## config.mk

```make
export PLATFORM = sky130hd
export DESIGN_NAME = multiplicador_recomp_7bits_flat
export DESIGN_NICKNAME = d
export VERILOG_FILES = /design/src/rtl/multiplicador_recomp_7bits_if.sv /design/src/rtl/multiplicador_recomp_7bits.sv /design/src/flat_wrapper.sv
export SDC_FILE = /design/constraint.sdc
export NUM_CORES = 1
export LEC_CHECK = 0
export ABC_AREA = 1
export BUFFER_PORTS_ARGS = -buffer_cell sky130_fd_sc_hd__buf_2
export CAP_MARGIN = 20
export CORE_UTILIZATION = 45
export CTS_CLUSTER_SIZE = 12
export DETAILED_ROUTE_END_ITERATION = 12
export GPL_ROUTABILITY_DRIVEN = 0
export PLACE_DENSITY = 0.75
export SYNTH_ARGS = -nofsm -noshare
export SYNTH_HDL_FRONTEND = slang
export SYNTH_SLANG_ARGS = --single-unit
export TNS_END_PERCENT = 50
```

## constraint.sdc

```tcl
create_clock -name clk -period 3.7 [get_ports clk]
set_clock_uncertainty 0.2 [all_clocks]
set_input_delay 0.74 -clock clk [delete_from_list [all_inputs] [get_ports clk]]
set_output_delay 0.74 -clock clk [all_outputs]
set_load 0.01 [all_outputs]
```

## src/rtl/multiplicador_recomp_7bits_if.sv

```systemverilog
// Request/result bundle for the 7-bit Q*B+R recomposer.
// master drives the operands and start; slave is the recomposer itself.
interface multiplicador_recomp_7bits_if;
  logic        start;
  logic [6:0]  Q_in;
  logic [6:0]  B_in;
  logic [6:0]  R_in;
  logic [13:0] P;
  logic        consistent;
  logic        busy;
  logic        done;

  modport master (
    output start, Q_in, B_in, R_in,
    input  P, consistent, busy, done
  );

  modport slave (
    input  start, Q_in, B_in, R_in,
    output P, consistent, busy, done
  );
endinterface

```

## src/rtl/multiplicador_recomp_7bits.sv

```systemverilog
// Sequential shift-add recomposer: P = Q*B + R over seven cycles.
// It also flags whether (Q, B, R) forms a consistent 7-bit division.
module multiplicador_recomp_7bits (
  input  logic                               clk,
  input  logic                               rst,
  multiplicador_recomp_7bits_if.slave        bus
);

  localparam int unsigned W_OP   = 7;
  localparam int unsigned W_P    = 14;
  localparam int unsigned W_I    = 3;
  localparam int unsigned I_LAST = 6;
  localparam int unsigned P_MAX  = 127;

  localparam logic [1:0] S_IDLE = 2'd0;
  localparam logic [1:0] S_MUL  = 2'd1;
  localparam logic [1:0] S_FIN  = 2'd2;

  logic [1:0]      state_q, state_d;
  logic [W_P-1:0]  acc_q,   acc_d;
  logic [W_I-1:0]  i_q,     i_d;
  logic [W_OP-1:0] q_q,     q_d;
  logic [W_OP-1:0] b_q,     b_d;
  logic [W_OP-1:0] r_q,     r_d;
  logic [W_P-1:0]  p_q,     p_d;
  logic            cons_q,  cons_d;
  logic            busy_q,  busy_d;
  logic            done_q,  done_d;

  logic [W_P-1:0]  acc_step;

  // State and datapath registers
  always_ff @(posedge clk or negedge rst) begin
    if (!rst) begin
      state_q <= S_IDLE;
      acc_q   <= '0;
      i_q     <= '0;
      q_q     <= '0;
      b_q     <= '0;
      r_q     <= '0;
      p_q     <= '0;
      cons_q  <= 1'b0;
      busy_q  <= 1'b0;
      done_q  <= 1'b0;
    end else begin
      state_q <= state_d;
      acc_q   <= acc_d;
      i_q     <= i_d;
      q_q     <= q_d;
      b_q     <= b_d;
      r_q     <= r_d;
      p_q     <= p_d;
      cons_q  <= cons_d;
      busy_q  <= busy_d;
      done_q  <= done_d;
    end
  end

  // One partial product per cycle; max sum 16256 fits in 14 bits, no carry-out
  always_comb begin
    acc_step = acc_q;
    if (q_q[i_q]) begin
      acc_step = acc_q + (W_P'(b_q) << i_q);
    end
  end

  // Next-state and output logic
  always_comb begin
    state_d = state_q;
    acc_d   = acc_q;
    i_d     = i_q;
    q_d     = q_q;
    b_d     = b_q;
    r_d     = r_q;
    p_d     = p_q;
    cons_d  = cons_q;
    busy_d  = busy_q;
    done_d  = done_q;

    case (state_q)
      S_IDLE, S_FIN: begin
        if (bus.start) begin
          q_d     = bus.Q_in;
          b_d     = bus.B_in;
          r_d     = bus.R_in;
          acc_d   = W_P'(bus.R_in);
          i_d     = '0;
          busy_d  = 1'b1;
          done_d  = 1'b0;
          state_d = S_MUL;
        end
      end

      S_MUL: begin
        acc_d = acc_step;
        i_d   = i_q + W_I'(1);
        if (i_q == W_I'(I_LAST)) begin
          // P and consistent only move here so they hold across the next run
          p_d     = acc_step;
          cons_d  = (b_q != '0) && (r_q < b_q) && (acc_step <= W_P'(P_MAX));
          i_d     = '0;
          busy_d  = 1'b0;
          done_d  = 1'b1;
          state_d = S_FIN;
        end
      end

      default: begin
        state_d = S_IDLE;
        busy_d  = 1'b0;
        done_d  = 1'b0;
        i_d     = '0;
      end
    endcase
  end

  assign bus.P          = p_q;
  assign bus.consistent = cons_q;
  assign bus.busy       = busy_q;
  assign bus.done       = done_q;

endmodule

```

## src/flat_wrapper.sv

```systemverilog
// flat-port wrapper written by rule: the top's interface ports become plain ports
module multiplicador_recomp_7bits_flat 
  (clk, rst, bus_start, bus_Q_in, bus_B_in, bus_R_in, bus_P, bus_consistent, bus_busy, bus_done);
  multiplicador_recomp_7bits_if bus_i ();
  input  logic clk;
  input  logic rst;
  input wire logic [$bits(bus_i.start)-1:0] bus_start;
  input wire logic [$bits(bus_i.Q_in)-1:0] bus_Q_in;
  input wire logic [$bits(bus_i.B_in)-1:0] bus_B_in;
  input wire logic [$bits(bus_i.R_in)-1:0] bus_R_in;
  output wire logic [$bits(bus_i.P)-1:0] bus_P;
  output wire logic [$bits(bus_i.consistent)-1:0] bus_consistent;
  output wire logic [$bits(bus_i.busy)-1:0] bus_busy;
  output wire logic [$bits(bus_i.done)-1:0] bus_done;
  assign bus_i.start = bus_start;
  assign bus_i.Q_in = bus_Q_in;
  assign bus_i.B_in = bus_B_in;
  assign bus_i.R_in = bus_R_in;
  assign bus_P = bus_i.P;
  assign bus_consistent = bus_i.consistent;
  assign bus_busy = bus_i.busy;
  assign bus_done = bus_i.done;
  multiplicador_recomp_7bits u_core (.clk(clk), .rst(rst), .bus(bus_i));
endmodule
```

# After elaboration in Yosys (flattened, before gate mapping)
# Index checks and enable logic that the tools add are counted.
# word_totals
out_inout_bits	17
input_bits	24
reg_bits	57
# classes
n_eq_ne	5
add_sub_neg	2
mux	17
n_shift	1
n_lt_le_gt_ge	3
n_reduce_logical	10
# op_table
operator	count
$mux 14	2
$pmux 14 s2	1
$add 14x14->14	1
$le 14x7->1 const B	1
$shl 7x3->14	1
$reduce_and 2->1	4
$lt 7x7->1	1
$reduce_bool 7->1	1
$mux 3	2
$pmux 3 s2	1
$mux 1	5
$lt 3x4->1 const B	1
$mux 2	2
$pmux 1 s2	2
$pmux 2 s2	1
$add 3x1->3 const B	1
$bmux 1 s3	1
$eq 3x3->1 const B	1
$eq 2x1->1 const B	1
$eq 2x2->1 const B	1
$logic_and 1x1->1	2
$logic_not 2->1	1
$ne 2x1->1 const B	1
$ne 2x2->1 const B	1
other kinds (2)	2

# Logic depth before layout (Yosys ltp)
# Gate-level depths: netlist of the first run.
# logic_depth
word_depth	5
ltp_mapped	22
mapped_depth_nobuf	20

# Worst setup path after synthesis of the first run
# No wires, ideal clock.
# synth_timing
path_kind	reg2reg
start	register u_core.i_q[0]
end	register u_core.acc_q[6]
slack_ps	902
n_path_buf	2
setup_ps	137
path_stages_with_launch	17
t_arrival_ps	2461
required_time_ps	3363
period_less_slack_ps	2798
cell_sequence	dfrtp_1 > buf_6 > clkbuf_1 > o21ai_0 > nand2_1 > nor2_1 > inv_1 > fa_1 > inv_1 > nand2_1 > nand2_1 > nand2_1 > o21ai_0 > xnor2_1 > nand2_1 > o21ai_1 > o211ai_1
# synth_via
elab_chain_len	4
elab_cells_between_ends	6
classes_between	add/sub (1); shift (1); mux (4)
# synth_rtl
element	line	rtl
start, declared	multiplicador_recomp_7bits.sv:21	logic [W_I-1:0] i_q, i_d;
start signal, assigned	multiplicador_recomp_7bits.sv:48	i_q <= i_d;
$shl 7x3->14 / $bmux 1 s3 (equally long branches)	multiplicador_recomp_7bits.sv:63, multiplicador_recomp_7bits.sv:62	
$add 14x14->14 / $mux 1 (equally long branches)	multiplicador_recomp_7bits.sv:63, multiplicador_recomp_7bits.sv:62	
$mux 14 *	multiplicador_recomp_7bits.sv:62	if (q_q[i_q]) begin
$pmux 14 s2 *	multiplicador_recomp_7bits.sv:80	case (state_q)
end signal, assigned	multiplicador_recomp_7bits.sv:36	acc_q <= '0;
end signal, assigned	multiplicador_recomp_7bits.sv:47	acc_q <= acc_d;
end, declared	multiplicador_recomp_7bits.sv:20	logic [W_P-1:0] acc_q, acc_d;
# Every way passes the cells marked *; elsewhere a longest branch is shown, timed or not. The select of a mux whose other input is x is not followed.
# A chain may end at the register's enable or synchronous reset.

# Worst setup path in the final report of the first run
# layout_timing
start	register u_core.i_q[0]
end	register u_core.cons_q, in the netlist u_core.bus.consistent
# layout_via
elab_chain_len	5
elab_cells_between_ends	9
classes_between	add/sub (1); order compare (1); eq/ne (1); shift (1); mux (3); reduce/logical (2)
# layout_rtl
element	line	rtl
$shl 7x3->14 / $bmux 1 s3 (equally long branches)	multiplicador_recomp_7bits.sv:63, multiplicador_recomp_7bits.sv:62	
$add 14x14->14 / $mux 1 (equally long branches)	multiplicador_recomp_7bits.sv:63, multiplicador_recomp_7bits.sv:62	
$mux 14	multiplicador_recomp_7bits.sv:62	
$le 14x7->1	multiplicador_recomp_7bits.sv:100	cons_d = (b_q != '0) && (r_q < b_q) && (acc_step <= W_P'(P_MAX));
$logic_and 1x1->1	multiplicador_recomp_7bits.sv:100	
end signal, assigned	multiplicador_recomp_7bits.sv:53	cons_q <= cons_d;
end, declared	multiplicador_recomp_7bits.sv:26	logic cons_q, cons_d;
# Parallel ways exist; a longest one is shown, timed or not. The select of a mux whose other input is x is not followed.

==> metrics.yaml, run 1 <==
status:
  status: "complete, no violations"
clock_tree:
  cts_tree: "built"
  htree_levels: 2
  clk_pin_slew_ns: 0.11
  postCtsSetupRepairBufs: 0
  clk_latency_ns: 0.32
  cts_sinks: 56
  cts_made_buffers: 5
  root_buffer: "clkbuf_8"
  cts_hold_buf: 0
  clockBufferDepth: 2
  cts_resized: 0
global_route:
  grt_max_degree: 33
  track_usage: 0.2180
  grt_pass1_vias: 3176
  antenna_found_initial: 0
  grt_pass1_wl_um: 14410
  grt-ovfl-total: 0
synth:
  synth_seq_cells: 56
  synthesis.area_um2: 3517
  ys_seq_area_frac: 0.3984
  synthDistinctLibCells: 31
  syn_inst: 499
  syn_avg_cell_area_um2: 7.048
  yosys_warnings: 0
  syn_nets: 543
routing:
  antenna_left: 0
  drc: 0
  viasPerCell: 5.124
  wl_per_cell_um: 13.09
  drt-total-wl_um: 8328
  drt_iter0_drc: 220
  vias: 3259
  detailedRoute.firstPassIterationCount: 5
timing:
  tns_ns: 0
  drv_slew: 0
  max_freq_ghz: 0.3101
  rsz0062_at_grt: "false"
  final_hold_viol_count: 0
  finalCritPeriodShare: 0.8716
  worst_slew_pin_slew_ns: 0.8161
  slew_headroom: 0.4553
  min_period_ns: 3.225
  setup_violations: 0
floorplan:
  coreArea_um2: 7408
  die_width_um: 90.41
  io_pins: 41
  fp.dieH_um: 90.41
  dieArea_um2: 8173
  start_util: 0.4748
  rows: 31
worst_setup_path:
  r2r-start: "u_core.i_q[0]"
  crit_type: "reg2reg"
  critical_path_arrival_ns: 3.24
  cp_max_fo: 24
  critPathLaunchType: "flop"
  r2r-end: "u_core.bus.consistent"
  ff2ff_path_depth: 16
  regToRegSetupSlack_ns: 0.48
  end_kind: "flop"
  crit_required_ns: 3.72
final_layout:
  fin_nets: 580
  drive_gt1_frac: 0.1117
  multi_input_area_um2: 1814
  fill_cells: 733
  regArea_um2: 1401
  final_area_um2: 3914
  antenna_cells: 0
  syn_to_final_growth_pct: 11.28
job:
  max_cap_viol_count: 0
placed_design:
  dpl_cell_area_um2: 3799
  port_buffers: 40
  dp_hpwl_um: 6365
hold_path:
  hp-class: "in2async"
[routing by layer]
layer  routed length [um]  global-route usage
met1                 3982              0.2887
met2                 3989              0.3690
met3                  214             0.02862
met4                  142             0.07124
met5                    0                   0
[cells by family after synthesis]
group / Yosys count / synth area share
AOI/OAI and AO/OA: 74 / 0.1174
xor gates and xnor gates: 6 / 0.01494
adders and majority gates: 20 / 0.07328
buffers and inverters: 76 / 0.08573
DFF: 56 / 0.3984
muxes: 3 / 0.008538
and+or+nand+nor: 264 / 0.3017
[metrics by stage]
stage                     utilization  hold WS, ns  setup WS, ns  cells
after detailed placement       0.5128       0.2625        0.5531    628
after floorplan                     -       0.2434        0.9018    499
after global placement         0.5128       0.2620        0.6146    628
after global routing           0.5283       0.3083        0.1513    636
after CTS                      0.5283       0.2829        0.5135    636
final                          0.5283       0.2701        0.4751    636
[cell usage in the layout (no fill, tap or decap)]
| master | Yosys | layout |
|---|---|---|
| a21oi_1 | 10 | 10 |
| a21oi_4 | 1 | 1 |
| a31oi_1 | 1 | 1 |
| buf_2 | 1 | 40 |
| buf_4 | 2 | 3 |
| bufinv_16 | 0 | 1 |
| clkbuf_8 | 0 | 5 |
| clkinv_1 | 1 | 1 |
| clkinvlp_4 | 0 | 1 |
| dfrtp_1 | 56 | 56 |
| fa_1 | 1 | 1 |
| ha_1 | 19 | 19 |
| inv_1 | 60 | 60 |
| inv_2 | 2 | 2 |
| inv_6 | 0 | 1 |
| mux2i_1 | 3 | 3 |
| nand2_1 | 193 | 193 |
| nand3_1 | 28 | 28 |
| nand3b_1 | 1 | 1 |
| nand4_1 | 5 | 5 |
| nor2_1 | 29 | 29 |
| nor2_2 | 5 | 5 |
| nor3_1 | 1 | 1 |
| nor4_1 | 1 | 1 |
| o211ai_1 | 8 | 8 |
| o21ai_0 | 38 | 38 |
| o21ai_1 | 10 | 10 |
| o22ai_1 | 5 | 5 |
| o32ai_1 | 1 | 1 |
| or2_2 | 1 | 1 |
| xnor2_1 | 3 | 3 |
| xor2_1 | 3 | 3 |
[worst max-delay path, cell delays in order (launching register included)]
cell and delay [ns]:
dfrtp_1 0.77, o21ai_0 0.32, mux2i_1 0.23, mux2i_1 0.13, ha_1 0.36, nand2_1 0.13, inv_1 0.05, a21oi_1 0.22
nor2_1 0.07, nor2_1 0.12, nand2_1 0.09, nand2_1 0.07, nand3_1 0.08, nand2_1 0.13, nor2_1 0.06, nand2_1 0.06
nand2_1 0.04
[sequential cells by signal (all words and copies together) (netlist names)]
signal	flops
u_core.acc_q	14
u_core.bus.P	14
u_core.b_q	7
u_core.q_q	7
u_core.r_q	7
u_core.i_q	3
u_core.state_q	2
u_core.bus.busy	1
u_core.bus.consistent	1
[cell usage after synthesis]
cell type,instances,area (um^2)
clkinv_1,1,3.750
nand3_1,28,140.1
o21ai_1,10,50.05
buf_2,1,5.000
nand2_1,193,724.4
nor2_2,5,31.28
dfrtp_1,56,1401
mux2i_1,3,30.03
inv_2,2,7.510
buf_6,1,11.26
nand4_1,5,31.28
nor2_1,29,108.9
clkbuf_1,8,30.03
or2_2,1,6.260
o211ai_1,8,60.06
buf_1,1,3.750
o32ai_1,1,8.760
nor4_1,1,6.260
nand3b_1,1,7.510
fa_1,1,20.02
inv_1,60,225.2
a21oi_4,1,16.27
xor2_1,3,26.28
buf_4,2,15.01
xnor2_1,3,26.28
a31oi_1,1,6.260
o22ai_1,5,31.28
o21ai_0,38,190.2
a21oi_1,10,50.05
nor3_1,1,5.000
ha_1,19,237.7
[layout make-up]
type                            instances  area share
Inverter                               63     0.06042
Clock inverter                          3     0.01183
Multi-Input combinational cell        367      0.4636
Sequential cell                        56      0.3581
Clock buffer                            5     0.01758
Timing Repair Buffer                   43     0.05691
Tap cell                               99     0.03165
[how the worst max path moves through the flow]
stage	startpoint	endpoint	slack (ns)	cells after the start
5_1_grt	u_core.i_q[0]	u_core.bus.consistent	0.15	18
4_1_cts	u_core.i_q[0]	u_core.bus.consistent	0.51	16
6_report	u_core.i_q[0]	u_core.bus.consistent	0.48	16
3_3_place_gp	u_core.i_q[0]	u_core.bus.consistent	0.61	14
3_5_place_dp	u_core.i_q[0]	u_core.bus.consistent	0.55	16
2_1_floorplan	u_core.i_q[0]	u_core.acc_q[6]	0.90	16
Power of run 1 is left out: the tool's default activity adds up to more than one toggle a clock period on the data nets, which glitch-free logic cannot reach.
==> run 2: changes to the inputs <==
REMOVE_ABC_BUFFERS = 1   (was default)
SLEW_MARGIN = 10   (was default)
==> run 2 against run 1 <==
  * Global-route usage down 0.13 points
  * Non-clock buffer count decreased by 1
  * Worst hold slack improved by 0.014 ns
  * Sequential cell count unchanged
  * Die area unchanged
  * Cell area decreased by 0.83%
  * Critical path depth is the same
  * Routed wire length grew 1.0%
  * Fmax shrank 0.62%
  * Count of clock-buffer cells in the layout unchanged
  * Largest cell class unchanged
  * Highest routed layer unchanged
==> metrics.yaml, run 2 (synthesis results as in run 1) <==
status:
  status: "complete, no violations"
routing:
  viasPerCell: 5.112
  detailedRoute.firstPassIterationCount: 5
  antenna_left: 0
  drc: 0
  wl_per_cell_um: 13.25
  vias: 3246
  drt-total-wl_um: 8413
  drt_iter0_drc: 196
final_layout:
  final_cell_mix: "193 x nand2_1, 60 x inv_1, 56 x dfrtp_1"
  syn_to_final_growth_pct: 10.35
  antenna_cells: 0
  drive_gt1_frac: 0.1101
  fin_nets: 579
  layout_commonest_cell: "nand2_1"
  fill_cells: 739
  fin_util: 0.5239
power:
  irDropWorstVdd_v: 0.0004255
  p_leak_nw: 2.127
  p_per_area_nw_per_um2: 1078
global_route:
  antenna_found_initial: 0
  track_usage: 0.2168
  grt_pass1_vias: 3118
  grt_pass1_wl_um: 14320
  grt-ovfl-total: 0
  grt_max_degree: 41
timing:
  rsz0062_at_grt: "false"
  final_hold_viol_count: 0
  finalCritPeriodShare: 0.8770
  min_period_ns: 3.245
  tns_ns: 0
  slew_headroom: 0.3819
  max_freq_ghz: 0.3082
  drv_slew: 0
  setup_violations: 0
  worst_slew_pin_slew_ns: 0.9271
floorplan:
  io_pins: 41
  dieArea_um2: 8173
  fp.dieH_um: 90.41
  die_width_um: 90.41
  start_util: 0.4748
  rows: 31
  coreArea_um2: 7408
clock_tree:
  root_buffer: "clkbuf_8"
  clockBufferDepth: 2
  cts_tree: "built"
  cts_made_buffers: 5
  cts_resized: 0
  postCtsSetupRepairBufs: 0
  cts_sinks: 56
  htree_levels: 2
  clk_pin_slew_ns: 0.11
  cts_hold_buf: 0
  clk_latency_ns: 0.32
worst_setup_path:
  critical_path_arrival_ns: 3.30
  end_kind: "flop"
  cp-endpoint: "u_core.bus.consistent"
  r2r-end: "u_core.bus.consistent"
  startpoint: "u_core.i_q[0]"
  critPathLaunchType: "flop"
  ff2ff_path_depth: 16
  crit_type: "reg2reg"
  cp_max_fo: 24
  crit_required_ns: 3.76
  regToRegSetupSlack_ns: 0.46
  r2r-start: "u_core.i_q[0]"
placed_design:
  port_buffers: 40
  dp_hpwl_um: 6345
hold_path:
  hp-class: "reg2reg"
job:
  max_cap_viol_count: 0
run 2: power by group:
group | switching, W | internal (W)
logic | 0.00174 | 0.000960
clock network | 0.000218 | 0.000135
registers | 0.000230 | 0.000901
run 2: per-layer routing:
metal	routed length (um)	share of wire	global-route usage
met1	4084	0.49	0.2905
met2	3848	0.46	0.3632
met3	293	0.035	0.02694
met4	187	0.022	0.07124
met5	0	0	0
run 2: worst max-delay path: stages (launching register included):
cell and delay [ns]:
dfrtp_1 0.77, o21ai_0 0.31, mux2i_1 0.24, nor2_1 0.07, ha_1 0.36, or2_2 0.33
nand3_1 0.11, nand2_1 0.09, nand2_1 0.07, nand2_1 0.04, nand2_1 0.05, nand2_1 0.08
nor2_1 0.16, nand3_1 0.09, nor2_1 0.10, nand2_1 0.06, nand2_1 0.05
run 2: how the worst min path moves through the flow:
stage                      start          endpoint  slack [ns]  depth (start not counted)
2_1_floorplan                rst   u_core.acc_q[0]        0.24                          0
3_3_place_gp   u_core.state_q[0]   u_core.bus.busy        0.26                          1
3_5_place_dp    u_core.bus.P[11]  u_core.bus.P[11]        0.27                          2
4_1_cts        u_core.state_q[0]   u_core.bus.busy        0.29                          1
5_1_grt         u_core.bus.P[12]  u_core.bus.P[12]        0.31                          2
6_report       u_core.state_q[0]   u_core.bus.busy        0.28                          1
run 2: cell type report:
cell class / instances / area [um^2] / share of cell area
Clock buffer: 5 / 68.82 / 0.01773
Clock inverter: 3 / 21.27 / 0.005480
Inverter: 63 / 236.5 / 0.06093
Multi-Input combinational cell: 367 / 1814 / 0.4674
Sequential cell: 56 / 1401 / 0.3611
Tap cell: 99 / 123.9 / 0.03191
Timing Repair Buffer: 42 / 215.2 / 0.05545
run 2: metrics by stage:
stage	area [um^2]	cells	hold WS, ns	worst slack, ns	total power (W)
after global placement	3791	627	0.2599	0.5890	0.003722
after global routing	3881	635	0.3101	0.1442	0.004639
after detailed placement	3791	627	0.2684	0.5417	0.003813
final	3881	635	0.2841	0.4550	0.004186
after CTS	3881	635	0.2896	0.5090	0.004182
after floorplan	3452	486	0.2434	0.9912	0.003129
Note: power is estimated with default switching activity, not from simulation.
==> run 3: changes to the inputs <==
ABC_AREA = default   (was 1)
==> run 3 against run 2 <==
  * Worst hold slack worse by 0.0086 ns
  * Global-route usage hardly changed
  * Total power is 11% lower
  * Fmax down 4.8%
  * Critical endpoint unchanged
  * Combinational power decreased by 17%
  * Sequential share of layout area up 1.8 points
  * Routed wire length is 12% lower
  * Count of clock-buffer cells in the layout is 2 higher
  * Area after synthesis decreased by 5.5%
  * Largest cell class unchanged
  * Largest power group unchanged
  * Synthesized cell count fell by 21%
  * Sequential cell count stayed put
==> metrics.yaml, run 3 <==
global_route:
  grt_pass1_vias: 2770
  grt-ovfl-total: 0
  grt_pass1_wl_um: 12830
  track_usage: 0.2163
  grt_max_degree: 57
  antenna_found_initial: 0
timing:
  max_freq_ghz: 0.2934
  rsz0062_at_grt: "false"
  holdWs_ns: 0.2754
  min_period_ns: 3.408
  slew_headroom: 0.5368
  worst_slew_pin_slew_ns: 0.6948
  drv_slew: 0
  setup_violations: 0
  final_hold_viol_count: 0
  tns_ns: 0
  finalCritPeriodShare: 0.9212
  fin_ws_ns: 0.2916
routing:
  drc: 0
  vias: 2832
  drt_iter0_drc: 114
  viasPerCell: 5.374
  drt-total-wl_um: 7436
  wl_per_cell_um: 14.11
  antenna_left: 0
  detailedRoute.firstPassIterationCount: 4
job:
  max_cap_viol_count: 0
synth:
  synth_ff_type: "dfrtp_1"
  synth_seq_cells: 56
  synth_edf_count: 0
  synthesis.area_um2: 3323
  yosys-top-cells-area: "dfrtp_1 42%, nand2_1 13%, ha_1 7.2%"
  synth_most_common_cell: "nand2_1"
  syn_avg_cell_area_um2: 8.392
  ys_seq_area_frac: 0.4217
  yosys_warnings: 0
  synth_top_cells_by_count: "114 x nand2_1, 56 x dfrtp_1, 40 x o21ai_0"
  yosysTopAreaCell: "dfrtp_1"
  syn_inst: 396
  async_flop_share: 1.000
  synth_top_cell_area_share: 0.4217
  synthDistinctLibCells: 46
placed_design:
  placed_cells: 520
  port_buffers: 40
  dp_hpwl_um: 5695
  pre_cts_slack_ns: 0.2334
  dpl_cell_area_um2: 3597
hold_path:
  hold-path-endpoint: "u_core.bus.P[7]"
  hold_path_startpoint: "u_core.bus.P[7]"
  holdPathStages: 2
  hp-class: "reg2reg"
clock_tree:
  cts_made_buffers: 5
  root_buffer: "clkbuf_8"
  clk_pin_slew_ns: 0.09
  clockBufferDepth: 2
  htree_levels: 2
  clk_latency_ns: 0.31
  cts_hold_buf: 0
  cts_sinks: 56
  cts_tree: "built"
  postCtsSetupRepairBufs: 0
  cts_resized: 0
worst_setup_path:
  crit_type: "reg2reg"
  critical_path_arrival_ns: 3.42
  critPathLaunchType: "flop"
  crit_required_ns: 3.71
  cpMostUsedCell: "o21ai_0"
  regToRegSetupSlack_ns: 0.29
  r2r-end: "u_core.bus.consistent"
  max_stage_delay_ns: 0.56
  path_cells: "or3_1 -> inv_1 -> ha_1 -> a211oi_1 -> o21ai_0 -> a41o_1 -> a21oi_1 -> xnor2_1 -> o21ai_0 -> and4_1 -> a32o_2"
  end_kind: "flop"
  slowest_stage: "dfrtp_1"
  cp_max_fo: 17
  r2r-start: "u_core.i_q[2]"
  ff2ff_path_depth: 11
power:
  p_per_area_nw_per_um2: 1006
  p_leak_nw: 1.867
  irDropWorstVdd_v: 0.0002947
final_layout:
  final_cell_mix: "114 x nand2_1, 55 x dfrtp_1, 40 x o21ai_0, 40 x buf_2, 22 x nor2_1"
  syn_to_final_growth_pct: 11.30
  fin_nets: 475
  final_cells: 527
  drive_gt1_frac: 0.1485
  final_area_um2: 3699
  layout_commonest_cell: "nand2_1"
  antenna_cells: 0
status:
  status: "complete, no violations"
floorplan:
  fp.dieH_um: 87.94
  dieArea_um2: 7733
  start_util: 0.4786
  coreArea_um2: 6944
  rows: 30
  io_pins: 41
  die_width_um: 87.94
run 3: changes by cell type after synthesis, sizes merged, moves of 7 or more:
cell / delta
o21ai: -7
nand3: -19
nand2: -78
mux2i: +10
nor2: -11
inv: -47
run 3: metal layers:
metal  global-route usage  routed length (um)  share of wire  up-vias
met1               0.2796                3500           0.47     1324
li1                     -                   -              -     1425
met4              0.08942                 199          0.027        0
met3              0.03110                 276          0.037       15
met2               0.3636                3460           0.47       68
met5                    0                   0              0        -
run 3: worst max-delay path by stage:
stage | start | end | slack [ns] | cells past startpoint
finish | u_core.i_q[2] | u_core.bus.consistent | 0.29 | 11
global route | u_core.i_q[2] | u_core.bus.consistent | 0.07 | 11
detailed placement | u_core.i_q[1] | u_core.bus.consistent | 0.23 | 13
global placement | u_core.i_q[1] | u_core.bus.consistent | 0.33 | 13
CTS | u_core.i_q[1] | u_core.bus.consistent | 0.21 | 13
floorplan | u_core.i_q[1] | u_core.bus.consistent | 0.31 | 13
run 3: logic make-up (layout without fill, tap and decap cells):
logic type	Yosys count	in the layout	synth area share
muxes	14	14	0.04593
xor gates and xnor gates	11	11	0.02899
buffers and inverters	33	68	0.04518
and+or+nand+nor	176	176	0.2259
AOI/OAI and AO/OA	86	86	0.1547
adders and majority gates	20	20	0.07756
DFF	56	56	0.4217
run 3: worst max-delay path: cells and delay by family (launching register included):
family	cells	cell delay, ns
AND/OR/NAND/NOR	2	0.65
AO/OA/AOI/OAI	6	1.36
adder cells (fa/ha/maj)	1	0.25
buffers and inverters	1	0.09
flip-flops	1	0.56
XOR/XNOR	1	0.18
run 3: through the flow:
stage / util / total power [W]
after detailed placement: 0.5180 / 0.003351
after CTS: 0.5319 / 0.003719
after floorplan: - / 0.002745
after global placement: 0.5180 / 0.003267
final: 0.5326 / 0.003722
after global routing: 0.5326 / 0.004085
run 3: power breakdown:
group | total, W | switching, W | internal (W)
Clock | 0.000356 | 0.000189 | 0.000167
Sequential | 0.00112 | 0.000231 | 0.000887
Combinational | 0.00225 | 0.00135 | 0.000894
Total | 0.00372 | 0.00177 | 0.00195
run 3: final cells by class:
cell class	count	area (um^2)
clock buffers	7	96.34
fillers	701	3246
inverters	15	56.30
multi-input cells	307	1778
flip-flops and latches	56	1403
well taps	96	120.1
repair buffers	46	245.2
